<file path="src/rtl/bmp_pkg.sv">
// Shared definitions for the BMP frame sequencer: header constants,
// sequencer state encoding and the byte lanes of a stored pixel pair.
package bmp_pkg;

    localparam logic [7:0] BMP_MAGIC_0      = 8'h42; // 'B'
    localparam logic [7:0] BMP_MAGIC_1      = 8'h4D; // 'M'
    localparam int         BMP_PIXEL_OFFSET = 54;
    localparam int         BMP_DIB_SIZE     = 40;
    localparam int         BMP_PLANES       = 1;
    localparam int         BMP_BPP          = 24;

    localparam int         BYTES_PER_PAIR   = 6;

    typedef enum logic [1:0] {
        ST_IDLE,
        ST_CAPTURE,
        ST_HEADER,
        ST_PAYLOAD
    } seq_state_e;

    // Byte lanes of a 48-bit pair word {R1,G1,B1,R0,G0,B0}
    localparam int LANE_B0 = 0;
    localparam int LANE_G0 = 1;
    localparam int LANE_R0 = 2;
    localparam int LANE_B1 = 3;
    localparam int LANE_G1 = 4;
    localparam int LANE_R1 = 5;

    // Byte idx of the payload emission order B0,G0,R0,B1,G1,R1
    function automatic logic [7:0] pair_byte(input logic [47:0] word, input logic [2:0] idx);
        logic [7:0] b;
        b = 8'h00;
        case (idx)
            3'd0:    b = word[LANE_B0*8 +: 8];
            3'd1:    b = word[LANE_G0*8 +: 8];
            3'd2:    b = word[LANE_R0*8 +: 8];
            3'd3:    b = word[LANE_B1*8 +: 8];
            3'd4:    b = word[LANE_G1*8 +: 8];
            3'd5:    b = word[LANE_R1*8 +: 8];
            default: b = 8'h00;
        endcase
        return b;
    endfunction

endpackage

</file>
<file path="src/rtl/bmp_header_rom.sv">
// Combinational 54-byte BMP/DIB header lookup for a 24-bpp image.
module bmp_header_rom
    import bmp_pkg::*;
#(
    parameter int WIDTH  = 512,
    parameter int HEIGHT = 512,
    parameter int IDX_W  = 6
) (
    input  logic [IDX_W-1:0] idx,
    output logic [7:0]       hdr_byte
);

    localparam logic [31:0] FILE_SIZE = 32'(BMP_PIXEL_OFFSET + WIDTH * HEIGHT * 3);
    localparam logic [31:0] W32       = 32'(WIDTH);
    localparam logic [31:0] H32       = 32'(HEIGHT);

    // Map header byte index to its value; multi-byte fields are little-endian
    always_comb begin
        hdr_byte = 8'h00;
        case (int'(idx))
            0:       hdr_byte = BMP_MAGIC_0;
            1:       hdr_byte = BMP_MAGIC_1;
            2:       hdr_byte = FILE_SIZE[7:0];
            3:       hdr_byte = FILE_SIZE[15:8];
            4:       hdr_byte = FILE_SIZE[23:16];
            5:       hdr_byte = FILE_SIZE[31:24];
            10:      hdr_byte = 8'(BMP_PIXEL_OFFSET);
            14:      hdr_byte = 8'(BMP_DIB_SIZE);
            18:      hdr_byte = W32[7:0];
            19:      hdr_byte = W32[15:8];
            20:      hdr_byte = W32[23:16];
            21:      hdr_byte = W32[31:24];
            22:      hdr_byte = H32[7:0];
            23:      hdr_byte = H32[15:8];
            24:      hdr_byte = H32[23:16];
            25:      hdr_byte = H32[31:24];
            26:      hdr_byte = 8'(BMP_PLANES);
            28:      hdr_byte = 8'(BMP_BPP);
            default: hdr_byte = 8'h00;
        endcase
    end

endmodule

</file>
<file path="src/rtl/bmp_frame_sequencer.sv">
// Captures a frame of RGB888 pixel pairs into word memory at bottom-up
// row addresses, then streams the BMP header and payload as bytes.
// Output handshake: a byte transfers on a rising HCLK edge where
// out_valid && out_ready; out_byte/out_valid hold while stalled.
module bmp_frame_sequencer
    import bmp_pkg::*;
#(
    parameter int WIDTH     = 512,
    parameter int HEIGHT    = 512,
    parameter int HDR_BYTES = 54,
    parameter int ADDR_W    = $clog2(WIDTH * HEIGHT / 2)
) (
    input  logic              HCLK,
    input  logic              HRESETn,
    input  logic              frame_start,
    input  logic              pix_valid,
    output logic              pix_ready,
    input  logic [47:0]       pix_data,
    output logic              mem_we,
    output logic              mem_re,
    output logic [ADDR_W-1:0] mem_addr,
    output logic [47:0]       mem_wdata,
    input  logic [47:0]       mem_rdata,
    output logic              out_valid,
    input  logic              out_ready,
    output logic [7:0]        out_byte,
    output logic              busy,
    output logic              frame_done
);

    localparam int HALF_W = WIDTH / 2;
    localparam int WORDS  = WIDTH * HEIGHT / 2;
    localparam int COL_W  = (HALF_W > 1) ? $clog2(HALF_W) : 1;
    localparam int ROW_W  = (HEIGHT > 1) ? $clog2(HEIGHT) : 1;
    localparam int HI_W   = $clog2(HDR_BYTES + 1);

    localparam logic [COL_W-1:0]  COL_LAST  = COL_W'(HALF_W - 1);
    localparam logic [ROW_W-1:0]  ROW_LAST  = ROW_W'(HEIGHT - 1);
    localparam logic [ADDR_W-1:0] ADDR_LAST = ADDR_W'(WORDS - 1);
    localparam logic [HI_W-1:0]   HDR_DONE  = HI_W'(HDR_BYTES);
    localparam logic [2:0]        BYTE_LAST = 3'(BYTES_PER_PAIR);

    seq_state_e        state_q, state_d;
    logic [COL_W-1:0]  col_q, col_d;
    logic [ROW_W-1:0]  row_q, row_d;
    logic [HI_W-1:0]   hdr_idx_q, hdr_idx_d;     // next header byte to load
    logic [2:0]        byte_idx_q, byte_idx_d;   // bytes of hold_q already loaded
    logic [47:0]       hold_q, hold_d;
    logic              rd_pend_q, rd_pend_d;     // mem_rdata valid this cycle
    logic              pix_ready_q, pix_ready_d;
    logic              mem_we_q, mem_we_d;
    logic              mem_re_q, mem_re_d;
    logic [ADDR_W-1:0] mem_addr_q, mem_addr_d;
    logic [47:0]       mem_wdata_q, mem_wdata_d;
    logic              out_valid_q, out_valid_d;
    logic [7:0]        out_byte_q, out_byte_d;
    logic              busy_q, busy_d;
    logic              frame_done_q, frame_done_d;

    logic [7:0]        rom_byte;
    logic [ADDR_W-1:0] wr_addr;
    logic              out_hs;

    // Image row 0 lands in the last memory row so the payload reads bottom-up
    assign wr_addr = ADDR_W'((HEIGHT - 1 - int'(row_q)) * HALF_W + int'(col_q));
    assign out_hs  = out_valid_q && out_ready;

    bmp_header_rom #(
        .WIDTH  (WIDTH),
        .HEIGHT (HEIGHT),
        .IDX_W  (HI_W)
    ) u_header_rom (
        .idx      (hdr_idx_q),
        .hdr_byte (rom_byte)
    );

    // Next-state and next-output computation for capture, header and payload
    always_comb begin
        state_d      = state_q;
        col_d        = col_q;
        row_d        = row_q;
        hdr_idx_d    = hdr_idx_q;
        byte_idx_d   = byte_idx_q;
        hold_d       = hold_q;
        rd_pend_d    = mem_re_q;
        mem_we_d     = 1'b0;
        mem_re_d     = 1'b0;
        mem_addr_d   = mem_addr_q;
        mem_wdata_d  = mem_wdata_q;
        out_valid_d  = out_valid_q;
        out_byte_d   = out_byte_q;
        frame_done_d = 1'b0;

        case (state_q)
            ST_IDLE: begin
                if (frame_start) begin
                    state_d    = ST_CAPTURE;
                    col_d      = '0;
                    row_d      = '0;
                    hdr_idx_d  = '0;
                    byte_idx_d = '0;
                end
            end
            ST_CAPTURE: begin
                if (pix_valid) begin
                    mem_we_d    = 1'b1;
                    mem_addr_d  = wr_addr;
                    mem_wdata_d = pix_data;
                    if (col_q == COL_LAST) begin
                        col_d = '0;
                        if (row_q == ROW_LAST) begin
                            state_d     = ST_HEADER;
                            out_valid_d = 1'b1;
                            out_byte_d  = rom_byte;
                            hdr_idx_d   = hdr_idx_q + 1'b1;
                        end else begin
                            row_d = row_q + 1'b1;
                        end
                    end else begin
                        col_d = col_q + 1'b1;
                    end
                end
            end
            ST_HEADER: begin
                if (out_hs) begin
                    if (hdr_idx_q == HDR_DONE) begin
                        state_d     = ST_PAYLOAD;
                        out_valid_d = 1'b0;
                        mem_re_d    = 1'b1;
                        mem_addr_d  = '0;
                        byte_idx_d  = '0;
                    end else begin
                        out_byte_d = rom_byte;
                        hdr_idx_d  = hdr_idx_q + 1'b1;
                    end
                end
            end
            ST_PAYLOAD: begin
                if (rd_pend_q) begin
                    hold_d      = mem_rdata;
                    out_valid_d = 1'b1;
                    out_byte_d  = pair_byte(mem_rdata, 3'd0);
                    byte_idx_d  = 3'd1;
                end else if (out_hs) begin
                    if (byte_idx_q == BYTE_LAST) begin
                        out_valid_d = 1'b0;
                        if (mem_addr_q == ADDR_LAST) begin
                            frame_done_d = 1'b1;
                            state_d      = ST_IDLE;
                        end else begin
                            mem_re_d   = 1'b1;
                            mem_addr_d = mem_addr_q + 1'b1;
                        end
                    end else begin
                        out_byte_d = pair_byte(hold_q, byte_idx_q);
                        byte_idx_d = byte_idx_q + 1'b1;
                    end
                end
            end
            default: state_d = ST_IDLE;
        endcase

        pix_ready_d = (state_d == ST_CAPTURE);
        busy_d      = (state_d != ST_IDLE);
    end

    // State and registered outputs; reset aborts any frame in progress
    always_ff @(posedge HCLK or negedge HRESETn) begin
        if (!HRESETn) begin
            state_q      <= ST_IDLE;
            col_q        <= '0;
            row_q        <= '0;
            hdr_idx_q    <= '0;
            byte_idx_q   <= '0;
            hold_q       <= '0;
            rd_pend_q    <= 1'b0;
            pix_ready_q  <= 1'b0;
            mem_we_q     <= 1'b0;
            mem_re_q     <= 1'b0;
            mem_addr_q   <= '0;
            mem_wdata_q  <= '0;
            out_valid_q  <= 1'b0;
            out_byte_q   <= '0;
            busy_q       <= 1'b0;
            frame_done_q <= 1'b0;
        end else begin
            state_q      <= state_d;
            col_q        <= col_d;
            row_q        <= row_d;
            hdr_idx_q    <= hdr_idx_d;
            byte_idx_q   <= byte_idx_d;
            hold_q       <= hold_d;
            rd_pend_q    <= rd_pend_d;
            pix_ready_q  <= pix_ready_d;
            mem_we_q     <= mem_we_d;
            mem_re_q     <= mem_re_d;
            mem_addr_q   <= mem_addr_d;
            mem_wdata_q  <= mem_wdata_d;
            out_valid_q  <= out_valid_d;
            out_byte_q   <= out_byte_d;
            busy_q       <= busy_d;
            frame_done_q <= frame_done_d;
        end
    end

    assign pix_ready  = pix_ready_q;
    assign mem_we     = mem_we_q;
    assign mem_re     = mem_re_q;
    assign mem_addr   = mem_addr_q;
    assign mem_wdata  = mem_wdata_q;
    assign out_valid  = out_valid_q;
    assign out_byte   = out_byte_q;
    assign busy       = busy_q;
    assign frame_done = frame_done_q;

endmodule

</file>
<file path="config.mk">
export PLATFORM = sky130hd
export DESIGN_NAME = bmp_frame_sequencer
export DESIGN_NICKNAME = d
export VERILOG_FILES = /design/src/rtl/bmp_pkg.sv /design/src/rtl/bmp_header_rom.sv /design/src/rtl/bmp_frame_sequencer.sv
export SDC_FILE = /design/constraint.sdc
export NUM_CORES = 1
export LEC_CHECK = 0
export ABC_AREA = 1
export CAP_MARGIN = 0
export CORE_AREA = 2 2 190 155
export CTS_BUF_LIST = sky130_fd_sc_hd__clkbuf_16
export DETAILED_ROUTE_END_ITERATION = 12
export DIE_AREA = 0 0 192 157
export DONT_BUFFER_PORTS = 1
export SETUP_SLACK_MARGIN = 0.5
export SKIP_LAST_GASP = 1
export SYNTH_ARGS = -nofsm -noshare
export SYNTH_HDL_FRONTEND = slang
export SYNTH_SLANG_ARGS = --single-unit
</file>
<file path="constraint.sdc">
create_clock -name HCLK -period 2.9 [get_ports HCLK]
set_input_delay 0.58 -clock HCLK [delete_from_list [all_inputs] [get_ports HCLK]]
set_output_delay 0.58 -clock HCLK [all_outputs]
set_load 0.005 [all_outputs]
</file>
* Word level (Yosys, flattened, before mapping)
Memory sizes are Yosys's and may differ from the RTL's. Index checks and enable logic that the tools add are counted.
Storage, ports and cells: input port bits 101, flip-flop bits (word level) 156, ROM bits 224, memories 1
Memory list:
- (name not given) | depth 32, bits a word 7, read ports 1, clocked after memory_dff 0, wr ports 0, RTL line bmp_header_rom.sv:20 | case (int'(idx))
Cells by class: $add $sub $neg 7, muxes and demuxes 76, reductions and logical operators 17, equality and inequality tests 29
Operators with widths (count):
- 17-bit 2-to-1 mux | 7
- 8-bit 2-to-1 mux | 12
- 17-bit one-hot mux with 3 select lines | 1
- 8-bit one-hot mux with 6 select lines | 1
- 6-bit 2-to-1 mux | 6
- 9-bit 2-to-1 mux | 4
- 2-bit inequality test (second input constant) | 12
- 8-bit one-hot mux with 3 select lines | 1
- 8-bit AND reduction | 3
- 1-bit 2-to-1 mux | 21
- 2-bit 2-to-1 mux | 10
- 3-bit 2-to-1 mux | 6
- 6-bit one-hot mux with 3 select lines | 1
- 9-bit one-hot mux with 2 select lines | 1
- 17-bit by 1-bit adder with 17-bit output (second input constant) | 1
- 17-bit by 9-bit adder with 17-bit output | 1
- 17-bit equality test (second input constant) | 1
- 8-bit one-hot mux with 2 select lines | 1
- 9-bit by 1-bit adder with 9-bit output (second input constant) | 1
- 3-bit equality test (second input constant) | 3
- 9-bit equality test (second input constant) | 1
- 3-bit inequality test (second input constant) | 3
- 3-bit one-hot mux with 3 select lines | 1
- 3-bit nonzero test | 3
- other kinds (22) | 27

* Logic depth before layout (Yosys ltp)
depth in word-level cells 7, depth in mapped cells 16, depth with buffers taken out 16

* Modules after synthesis
From an unflattened synthesis, not the netlist that was laid out.
Second synthesis, totals: cell total of the unflattened synthesis 1069, area total of the unflattened synthesis 7896.3 um^2
By module, submodules not included:
- bmp_frame_sequencer | cells an instance 1027, area each 7684.9 um^2, times used 1
- bmp_header_rom | cells an instance 42, area each 211.5 um^2, times used 1

* Least setup slack after synthesis
OpenSTA, ideal clock, no wires.
path kind register to register, start register mem_addr_q[0], in the netlist mem_addr[0], end register mem_addr_q[11], in the netlist mem_addr[11], arrival time 1937 ps, cell stages (with the launch flop) 15, period minus slack after synthesis 2058 ps, slack 842 ps, cell sequence dfrtp_1 > ha_1 > nand2_1 > nor2_1 > nand4_1 > nor3_1 > ha_1 > inv_1 > nand3_1 > nand2_1 > nand3_4 > inv_4 > buf_6 > o21ai_1 > nand2_1
Between the ends: longest elaborated chain between the ends 6
Ends and longest elaborated chain:
- start, declared | RTL line bmp_frame_sequencer.sv:53 | logic [ADDR_W-1:0] mem_addr_q, mem_addr_d;
- start signal, assigned | RTL line bmp_frame_sequencer.sv:197 | mem_addr_q <= mem_addr_d;
- 17-bit by 1-bit adder with 17-bit output | RTL line bmp_frame_sequencer.sv:152 | mem_addr_d = mem_addr_q + 1'b1;
- 17-bit 2-to-1 mux | RTL line bmp_frame_sequencer.sv:147 | if (mem_addr_q == ADDR_LAST) begin
- 17-bit 2-to-1 mux | RTL line bmp_frame_sequencer.sv:145 | if (byte_idx_q == BYTE_LAST) begin
- 17-bit 2-to-1 mux | RTL line bmp_frame_sequencer.sv:144 | end else if (out_hs) begin
- 17-bit 2-to-1 mux | RTL line bmp_frame_sequencer.sv:139 | if (rd_pend_q) begin
- 17-bit one-hot mux with 3 select lines | RTL line bmp_frame_sequencer.sv:94 | case (state_q)
Parallel ways exist; a longest one is shown, timed or not. The select of a mux whose other input is x is not followed. A chain may end at the register's enable or synchronous reset.

* Worst setup path after layout
start register mem_addr_q[0], in the netlist mem_addr[0], end register mem_addr_q[12], in the netlist mem_addr[12]
The elaborated chain is that of the path after synthesis.

==> reports/qor.csv <==
stage;metric;value;unit
floorplan;floorplan die area;30100;um2
critical_path;data required time at the worst endpoint;3220;ps
timing;clock skew;14.2;ps
timing;fin crit period;2150;ps
job;MaxCap Viol Count;0;
logic_synthesis;fraction of synthesis flops using an asynchronous set or reset pin;100;%
routing;met3 routed wirelength;1800;um
routing;amount of wire on met2 after detailed routing;9190;um
timing;post-route setup TNS;0;ps
logic_synthesis;distinct cell type count of the synthesized netlist;36;
timing;Worst Setup Slack, final;750;ps
cts;clock root cell;sky130_fd_sc_hd__clkbuf_16;
grt;total global routing track utilization;14.4;%
timing;actual transition at the worst max-transition pin;725;ps
critical_path;Top delay family on crit path;simple AND/OR/NAND/NOR gates;
critical_path;CP Launch Type;register;
finish;non-filler cells in the finished layout;1436;
grt;number of antenna violations at the first check in global routing;0;
logic_synthesis;portion of the post-synthesis area used by sequential elements;50.0;%
logic_synthesis;flop and latch count out of synthesis;156;
critical_path;Arrival @ worst endpoint;2470;ps
timing;post-route worst hold slack;-159;ps
critical_path;maximum fanout encountered on the critical timing path;14;
cts;level count of the clock H-tree;4;
power_and_ir_drop;power density cells;812;nW/um2
critical_path;Buffers & Inverters on Critical Path;2;
critical_path;chain of cells forming the critical path;ha_2, nand2_2, nor2_4, nand4_1, nor3_2, ha_1, inv_1, nand3_1, nand2_1, nand3_4, buf_4, nor2_1, a22oi_2;
cts;total clock sinks;156;
critical_path;category of the critical setup timing path;reg2reg;
routing;post-DR wirelength/cell;14.6;um
routing;DRC violation total after the first TritonRoute iteration;480;
place;count of port buffers added during placement;0;
grt;largest net degree at the start of global routing;157;
routing;Final ANT Viol Nets;0;
finish;share of final-layout standard cells stronger than drive strength 1;7.41;%
cts;total clock buffers created by CTS;17;
logic_synthesis;dominant synthesized flop cell;sky130_fd_sc_hd__dfrtp_1;
logic_synthesis;total number of yosys warnings;0;
finish;most frequent cells in the layout;sky130_fd_sc_hd__nand2_1 (538), sky130_fd_sc_hd__dfrtp_1 (149), sky130_fd_sc_hd__inv_1 (75);
grt;global-route wire length before repair;33600;um
run_status;violated checks;negative hold slack;
grt;via count of the first global-routing pass;6380;
logic_synthesis;number of synthesized flops with an enable pin;0;
critical_path;Worst setup EP type;register;
power_and_ir_drop;leakage power total;4.41;nW
place;worst setup timing slack at the placement stage;553;ps
logic_synthesis;average size of a mapped cell;7.40;um2
floorplan;area of the placeable core;28100;um2
finish;final core occ;31.4;%
run_status;outcome;finished, violations left;
place;RePlAce Congestion;0.828;
routing;highest layer used for signal routing;met4;
timing;maximum achievable frequency;465;MHz
routing;number of iterations in the first detailed-routing pass;5;
timing;unrepaired setup endpoints after global routing;false;
floorplan;effective utilization at floorplan;27.8;%
timing;count of final hold-check violations;156;
finish;area added between synthesis and finish;12.9;%
min_path;worst min-delay path class;in2async;
cts;clock-pin slew on the worst setup and hold paths;70;ps
routing;wire length on met1;9710;um
floorplan;count of pins on the block boundary;180;
finish;most frequent standard cell in the layout excluding fill and tap cells;sky130_fd_sc_hd__nand2_1;
floorplan;floorplan die width;192;um
logic_synthesis;total nets after synthesis;1175;
timing;total setup violations reported at the end of the flow;0;
routing;Remaining DRCs;0;
timing;final cycle utilization of the critical path;74.1;%
grt;Remaining Overflow, GRT;0;
timing;Worst slew margin;51.5;%
finish;antenna diode instance count;0;
logic_synthesis;post-synthesis cell count;1055;
logic_synthesis;total standard cell area after synthesis;7810;um2
place;cell count after placement;1402;
critical_path;source of the critical timing path;mem_addr[0]$_DFFE_PN0P_;
power_and_ir_drop;peak supply drop;0.468;mV
routing;routed wire length;21000;um
cts;clock tree from TritonCTS;done;
finish;post-layout net count;1173;
cts;Bufs on Longest Clock Path;2;
floorplan;cell row count;55;
floorplan;DIE HEIGHT;157;um
cts;worst skew pair latency;440;ps
routing;average via count per standard cell;4.52;
routing;vias;6497;
timing;total count of max-transition violations in the final report;0;
critical_path;Worst R2R Start;mem_addr[0]$_DFFE_PN0P_;
place;sum of net half-perimeters after detailed placement;14800;um
critical_path;biggest cell delay along the critical path;450;ps
critical_path;master of the slowest instance on the critical path;sky130_fd_sc_hd__dfrtp_2;
-- sequential cells by signal, summed over array words and instances (netlist names) --
signal      cells
mem_we          1
mem_addr       17
frame_done      1
mem_re          1
out_valid       1
col_q           8
busy            1
rd_pend_q       1
row_q           9
byte_idx_q      3
hold_q         48
state_q         2
mem_wdata      48
pix_ready       1
hdr_idx_q       6
out_byte        8
-- stage by stage --
stage | instance area [um2] | power [mW] | hold slack [ps]
global route | 8820 | 7.73 | -194
floorplan | 7810 | 4.42 | 284
CTS | 8750 | 7.20 | -191
detailed placement | 8180 | 4.88 | 291
finish | 8820 | 7.16 | -159
global placement | 8180 | 4.85 | 291
-- report_power, final --
part           internal (mW)  leakage [nW]  switching, mW
combinational          0.561          2.35           1.08
clock                   1.21         0.285           1.05
sequential              2.70          1.78          0.559
-- cell usage after synthesis, types with 5 or more instances --
master                       n  area share (%)
sky130_fd_sc_hd__a21oi_1    12            0.77
sky130_fd_sc_hd__buf_2       8            0.51
sky130_fd_sc_hd__clkbuf_1   14            0.67
sky130_fd_sc_hd__dfrtp_1   156              50
sky130_fd_sc_hd__ha_1       19             3.0
sky130_fd_sc_hd__inv_1      75             3.6
sky130_fd_sc_hd__inv_2       5            0.24
sky130_fd_sc_hd__nand2_1   539              26
sky130_fd_sc_hd__nand2_2     7            0.56
sky130_fd_sc_hd__nand3_1    45             2.9
sky130_fd_sc_hd__nand4_1     6            0.48
sky130_fd_sc_hd__nor2_1     71             3.4
sky130_fd_sc_hd__nor2_2      5            0.40
sky130_fd_sc_hd__o21ai_0    32             2.1
sky130_fd_sc_hd__o21ai_1    20             1.3
sky130_fd_sc_hd__xor2_1      7            0.79
-- kinds of logic (layout without fill, tap and decap cells) --
kind of cell    after synthesis  in the layout  synth area share [%]
simple gates                684            684                  34.9
flops                       156            156                  50.0
buf+inv                     112            123                  5.93
compound gates               77             77                  5.40
fa+ha+maj                    19             19                  3.04
xor+xnor                      7              7                 0.785
-- path summary, 6_finish.rpt --
| kind | endpoint | depth (start not counted) | slack, ps |
|---|---|---|---|
| worst min register to register | rd_pend_q$_DFF_PN0_ | 0 | 440 |
| worst max register to register | mem_addr[12]$_DFFE_PN0P_ | 13 | 750 |
| worst min-delay path | mem_wdata[27]$_DFFE_PN0P_ | 0 | -160 |
| min in group HCLK | hold_q[12]$_DFFE_PN0P_ | 2 | 250 |
| worst max-delay path | mem_addr[12]$_DFFE_PN0P_ | 13 | 750 |
| max in group asynchronous | frame_done$_DFF_PN0_ | 0 | 2830 |
-- per-layer routing --
metal | track usage (%) | up-vias
li1 | - | 3244
met1 | 19.5 | 3012
met2 | 21.6 | 221
met3 | 5.11 | 20
met4 | 4.14 | 0
met5 | 0 | -
-- final cells by class --
| type | count | area [um2] |
|---|---|---|
| Clock inverter | 15 | 154 |
| Tap cell | 370 | 463 |
| Multi-Input combinational cell | 787 | 3470 |
| Sequential cell | 156 | 3910 |
| Inverter | 81 | 314 |
| Timing Repair Buffer | 10 | 75.1 |
| Clock buffer | 17 | 425 |
| Fill cell | 3045 | 19300 |
-- repair_timing --
| action | CTS | global route |
|---|---|---|
| gates resized for setup | 0 | 18 |
| endpoints found under the setup margin | 0 | 35 |
| setup buffers | 0 | 2 |
| endpoints found under the hold margin | 156 | 156 |
Note: power is estimated with default switching activity, not from simulation.
